[config.mk]
export PLATFORM = sky130hd
export DESIGN_NAME = uart_rx
export DESIGN_NICKNAME = d
export VERILOG_FILES = /design/src/rtl/uart_pkg.sv /design/src/rtl/uart_baud_gen.sv /design/src/rtl/uart_rx.sv
export SDC_FILE = /design/constraint.sdc
export NUM_CORES = 1
export LEC_CHECK = 0
export CAP_MARGIN = 20
export CORE_ASPECT_RATIO = 1.1
export CORE_MARGIN = 3
export CORE_UTILIZATION = 35
export DETAILED_ROUTE_END_ITERATION = 6
export PLACE_DENSITY = 0.62
export SETUP_SLACK_MARGIN = 0.05
export SLEW_MARGIN = 40
export SYNTH_ARGS = -nofsm -noshare
export SYNTH_HDL_FRONTEND = slang
export SYNTH_HIERARCHICAL = 1
export SYNTH_SLANG_ARGS = --single-unit
[constraint.sdc]
create_clock -name clk -period 3.3 [get_ports clk]
set_input_delay 0.33 -clock clk [delete_from_list [all_inputs] [get_ports clk]]
set_output_delay 0.33 -clock clk [all_outputs]
set_load 0.02 [all_outputs]
[src/rtl/uart_pkg.sv]
// rtl/uart_pkg.sv - shared UART types, default line constants and sizing helpers
package uart_pkg;

    localparam int DEFAULT_CLK_FREQ = 50000000;
    localparam int DEFAULT_BAUD     = 115200;

    typedef enum logic [2:0] {
        IDLE   = 3'd0,
        START  = 3'd1,
        DATA   = 3'd2,
        PARITY = 3'd3,
        STOP   = 3'd4
    } uart_state_t;

    // Clocks per oversample tick, rounded to nearest.
    function automatic int calc_div(input int clk_freq, input int baud, input int oversample);
        return (clk_freq + (baud * oversample) / 2) / (baud * oversample);
    endfunction

    // Bits needed for a counter that runs 0..n-1.
    function automatic int cnt_width(input int n);
        return (n <= 2) ? 1 : $clog2(n);
    endfunction

endpackage

[src/rtl/uart_baud_gen.sv]
// rtl/uart_baud_gen.sv - oversample tick generator, one-cycle pulse every DIV clocks
// Ports: clk, rst_n (async active-low), enable (count while high, else held at 0),
//        restart (force count back to 0), tick (pulse when count reaches DIV-1).
module uart_baud_gen
    import uart_pkg::*;
#(
    parameter int DIV = 27
) (
    input  logic clk,
    input  logic rst_n,
    input  logic enable,
    input  logic restart,
    output logic tick
);

    localparam int CW = cnt_width(DIV);

    logic [CW-1:0] cnt;

    always_ff @(posedge clk or negedge rst_n) begin
        if (!rst_n) begin
            cnt <= '0;
        end else if (!enable || restart) begin
            cnt <= '0;
        end else if (cnt == CW'(DIV - 1)) begin
            cnt <= '0;
        end else begin
            cnt <= cnt + CW'(1);
        end
    end

    assign tick = enable && !restart && (cnt == CW'(DIV - 1));

endmodule

[src/rtl/uart_rx.sv]
// rtl/uart_rx.sv - 8N1 UART receiver, 16x oversampled, mid-bit sampling, held until rx_clr
// Ports: clk, rst_n (async active-low), rx (async serial line, idle high),
//        rx_clr (read acknowledge pulse), rx_data, rx_valid, frame_err (sticky),
//        overrun (sticky), busy (FSM not idle), parity_err (sticky, UART_RX_PARITY_EN only).
// Option macro: UART_RX_PARITY_EN adds an even-parity bit between data and stop.
module uart_rx
    import uart_pkg::*;
#(
    parameter int CLK_FREQ   = DEFAULT_CLK_FREQ,
    parameter int BAUD       = DEFAULT_BAUD,
    parameter int OVERSAMPLE = 16,
    parameter int DATA_BITS  = 8
) (
    input  logic                 clk,
    input  logic                 rst_n,
    input  logic                 rx,
    input  logic                 rx_clr,
    output logic [DATA_BITS-1:0] rx_data,
    output logic                 rx_valid,
    output logic                 frame_err,
    output logic                 overrun,
`ifdef UART_RX_PARITY_EN
    output logic                 parity_err,
`endif
    output logic                 busy
);

    localparam int DIV = calc_div(CLK_FREQ, BAUD, OVERSAMPLE);
    localparam int TW  = cnt_width(OVERSAMPLE);
    localparam int BW  = cnt_width(DATA_BITS);

    uart_state_t          state_q, state_d;
    logic                 rx_m, rx_s;
    logic                 tick;
    logic [TW-1:0]        tick_cnt;
    logic [BW-1:0]        bit_cnt;
    logic [DATA_BITS-1:0] shreg;
    logic                 tick_mid, tick_last, last_bit;
    logic                 start_det, start_ok, data_smp, stop_smp;
`ifdef UART_RX_PARITY_EN
    logic                 par_smp;
    logic                 par_bit;
`endif

    // Two-flop synchronizer; reset to the idle-high line level.
    always_ff @(posedge clk or negedge rst_n) begin
        if (!rst_n) begin
            rx_m <= 1'b1;
            rx_s <= 1'b1;
        end else begin
            rx_m <= rx;
            rx_s <= rx_m;
        end
    end

    // Restarting on start detection phase-aligns the ticks to the start edge.
    uart_baud_gen #(.DIV(DIV)) u_baud_gen (
        .clk     (clk),
        .rst_n   (rst_n),
        .enable  (busy),
        .restart (start_det),
        .tick    (tick)
    );

    assign busy      = (state_q != IDLE);
    assign tick_mid  = tick && (tick_cnt == TW'(OVERSAMPLE / 2 - 1));
    assign tick_last = tick && (tick_cnt == TW'(OVERSAMPLE - 1));
    assign last_bit  = (bit_cnt == BW'(DATA_BITS - 1));

    always_ff @(posedge clk or negedge rst_n) begin
        if (!rst_n) begin
            state_q <= IDLE;
        end else begin
            state_q <= state_d;
        end
    end

    always_comb begin
        state_d   = state_q;
        start_det = 1'b0;
        start_ok  = 1'b0;
        data_smp  = 1'b0;
        stop_smp  = 1'b0;
`ifdef UART_RX_PARITY_EN
        par_smp   = 1'b0;
`endif
        case (state_q)
            IDLE: begin
                if (!rx_s) begin
                    state_d   = START;
                    start_det = 1'b1;
                end
            end
            START: begin
                // A line that is high again at mid start bit was a glitch.
                if (tick_mid) begin
                    if (!rx_s) begin
                        state_d  = DATA;
                        start_ok = 1'b1;
                    end else begin
                        state_d = IDLE;
                    end
                end
            end
            DATA: begin
                if (tick_last) begin
                    data_smp = 1'b1;
                    if (last_bit) begin
`ifdef UART_RX_PARITY_EN
                        state_d = PARITY;
`else
                        state_d = STOP;
`endif
                    end
                end
            end
`ifdef UART_RX_PARITY_EN
            PARITY: begin
                if (tick_last) begin
                    par_smp = 1'b1;
                    state_d = STOP;
                end
            end
`endif
            STOP: begin
                // Leaving at the stop-bit midpoint leaves half a bit to catch the next start.
                if (tick_last) begin
                    stop_smp = 1'b1;
                    state_d  = IDLE;
                end
            end
            default: state_d = IDLE;
        endcase
    end

    always_ff @(posedge clk or negedge rst_n) begin
        if (!rst_n) begin
            tick_cnt <= '0;
            bit_cnt  <= '0;
            shreg    <= '0;
        end else begin
            if (state_q == IDLE || start_ok) begin
                tick_cnt <= '0;
            end else if (tick) begin
                tick_cnt <= (tick_cnt == TW'(OVERSAMPLE - 1)) ? '0 : tick_cnt + TW'(1);
            end
            if (start_ok) begin
                bit_cnt <= '0;
            end else if (data_smp) begin
                bit_cnt <= last_bit ? '0 : bit_cnt + BW'(1);
            end
            // LSB arrives first, so shifting in at the MSB leaves bit 0 in place.
            if (data_smp) begin
                shreg <= {rx_s, shreg[DATA_BITS-1:1]};
            end
        end
    end

`ifdef UART_RX_PARITY_EN
    always_ff @(posedge clk or negedge rst_n) begin
        if (!rst_n) begin
            par_bit <= 1'b0;
        end else if (par_smp) begin
            par_bit <= rx_s;
        end
    end
`endif

    // Completion beats rx_clr: the new byte is kept and flags restart from this frame.
    always_ff @(posedge clk or negedge rst_n) begin
        if (!rst_n) begin
            rx_data    <= '0;
            rx_valid   <= 1'b0;
            frame_err  <= 1'b0;
            overrun    <= 1'b0;
`ifdef UART_RX_PARITY_EN
            parity_err <= 1'b0;
`endif
        end else if (stop_smp) begin
            rx_data    <= shreg;
            rx_valid   <= 1'b1;
            frame_err  <= (frame_err & ~rx_clr) | ~rx_s;
            overrun    <= (overrun | rx_valid) & ~rx_clr;
`ifdef UART_RX_PARITY_EN
            parity_err <= (parity_err & ~rx_clr) | (^shreg ^ par_bit);
`endif
        end else if (rx_clr) begin
            rx_valid   <= 1'b0;
            frame_err  <= 1'b0;
            overrun    <= 1'b0;
`ifdef UART_RX_PARITY_EN
            parity_err <= 1'b0;
`endif
        end
    end

endmodule

==> impl_metrics.tcl <==
set metrics [dict create \
    rsz0062_at_grt "no" \
    synthFlopType "dfrtp_1" \
    ys_seq_area_share_pct 57.9 \
    rr_startpoint "state_q[2]" \
    nNetsFinal 156 \
    htreeDepth 2 \
    vias 982 \
    cp_data_arrival_time_ns 2.54 \
    hold_buffers 0 \
    cts_tree "yes" \
    path_cells "or3_2, nor2_1, nor3b_1, buf_4, and4_1, nand2_2, mux2_2" \
    gp_congestion 0.766 \
    power.total_uw 836 \
    grt_max_degree 37 \
    hold_path_class "reg -> reg" \
    r2r.worst_path.cells 7 \
    cts_resized 0 \
    status "complete, no violations" \
    worstHoldPathCells 0 \
    leakagePower_uw 0.000864 \
    drc_errors 0 \
    die_y_um 76.0 \
    r2r-end "rx_data[3]" \
    clk_pin_slew_ns 0.07 \
    synth.distinct_cells 34 \
    synthTopCellsByArea "dfrtp_1, mux2_2, ha_1" \
    antenna_found_initial 0 \
    final-hold-violation-count 0 \
    clockBufferDepth 2 \
    yosysTopAreaCellShare_pct 54.5 \
    area_delta_synth_final_pct 21.3 \
    skew_ns 0.00780 \
    fin_crit_ns 2.37 \
    drive_above_1_share_pct 26.4 \
    worstHoldEndpoint "rx_s" \
    max_cap_violations 0 \
    drtPass1Iterations 4 \
    period_share_pct 71.7 \
    tightest_slew_ns 0.450 \
    crit_family "simple AND/OR/NAND/NOR gates" \
    postCtsSetupRepairBufs 0 \
    r2r_setup_slack_ns 0.93 \
    core_area_sq_mm 0.00411 \
    synthMostInstantiatedCell "dfrtp_1" \
    synthCells 125 \
    powerDensity_mw_per_mm2 442 \
    wirelength_um 2590 \
    fp.dieW_um 69.7 \
    async_flop_share_pct 100 \
    boundaryPins 16 \
    crit_required_ns 3.47 \
    hp-start "rx_m" \
    start_util_pct 37.9 \
    fmax_mhz 422 \
    die-area_sq_mm 0.00530 \
    ir_drop_mv 0.217 \
    clk_latency_ns 0.28 \
    grt-ovfl-total 0 \
    root_buffer "clkbuf_8" \
    wl_per_cell_um 13.0 \
    whs_ns 0.361 \
    synth-edff-count 0 \
    vias_per_cell 4.91 \
    final_util_pct 46.0 \
    rows 24 \
    avgSynthCellArea_sq_um 12.5 \
    grt_pass1_vias 1014 \
    ys_top_cells_by_count "dfrtp_1, mux2_2, nor2_1" \
    relSlewSlack_pct 70.0 \
    setup-tns-final_ns 0 \
    drt_iter0_markers 66 \
    maxSlewViolCount 0 \
    syn_area_sq_mm 0.00156 \
    ant_nets 0 \
    startpoint_type "flip-flop" \
    portBuffers 15 \
    numClockSinks 36 \
    synth_top_area_cell "dfrtp_1" \
    grtUsageTotal_pct 10.9 \
    cp_slowest_cell "or3_2" \
    setup_viol 0 \
    grt_pass1_wl_um 4690 \
    antennaDiodeCount 0 \
    endpoint_kind "flip-flop" \
    ys_ff_latch 36 \
    cpPeakStageDelay_ns 0.55 \
    crit_type "reg -> reg" \
    cts_buffers 5 \
    dpl.hpwl_um 1810 \
    critical_path_buf_inv_count 1 \
    syn_nets 134 \
    critPathMaxFanout 10 \
    ys_warn_count 6 \
]
cells by family after synthesis:
kind of cell	after synthesis	synth area share [%]
compound gates	17	5.85
xor+xnor	4	2.25
fa+ha+maj	5	4.01
buf+inv	6	1.60
flops	36	57.9
mux	17	12.2
simple gates	40	16.2
final cells by class:
type	instances	area, sq um
clock buffers	5	68.8
clock inverters	3	42.5
fillers	366	2220
inverters	4	15.0
multi-input cells	83	632
flip-flops and latches	36	903
well taps	52	65.1
repair buffers	17	165
placed cells by master (no fill, tap or decap), types with 2 or more instances in the layout:
cell type,n
dfstp_2,2
nand3_1,5
nor3b_1,2
nand2_1,3
xor2_1,3
mux2_2,16
nor2_1,10
clkbuf_8,5
ha_1,5
o21ai_0,5
clkdlybuf4s50_1,15
dfrtp_1,34
inv_1,4
nand4b_1,3
nand3b_1,2
nand2_2,2
buf_4,2
or3_2,2
a21oi_1,8
power by group:
part	leakage [uW]	internal, uW	switching (uW)	total (uW)
Clock	0.0000541	223	155	378
Sequential	0.000471	443	1.10	444
Combinational	0.000338	4.36	9.29	13.7
metrics by stage:
stage | instances | instance area, sq um | setup WS, ns
3_3_place_gp | 192 | 1780 | 0.984
5_1_grt | 200 | 1890 | 0.780
3_5_place_dp | 192 | 1780 | 0.918
2_1_floorplan | 125 | 1560 | 0.991
4_1_cts | 200 | 1890 | 0.919
6_report | 200 | 1890 | 0.933
layer usage:
metal | GRT usage, % | up-vias | wire length (um)
met5 | 0 | - | 0
met4 | 6.32 | 0 | 63
met3 | 3.30 | 7 | 97
met2 | 16.2 | 22 | 1180
met1 | 14.1 | 468 | 1250
li1 | - | 485 | -
registers in the layout (all words and copies together) (netlist names), 3 cells and up:
name,flops
state_q,3
u_baud_gen/cnt,5
shreg,8
rx_data,8
tick_cnt,4
bit_cnt,3
worst max path at each step:
stage | from | end | slack [ns] | depth (start not counted)
after floorplan | state_q[2] | rx_data[0] | 0.99 | 8
after global placement | state_q[2] | rx_data[1] | 0.98 | 7
after detailed placement | state_q[2] | rx_data[3] | 0.92 | 7
after CTS | state_q[2] | rx_data[1] | 0.92 | 7
after global routing | state_q[2] | rx_data[0] | 0.78 | 7
final | state_q[2] | rx_data[3] | 0.93 | 7
No activity file was read; power rests on OpenSTA's default activity.
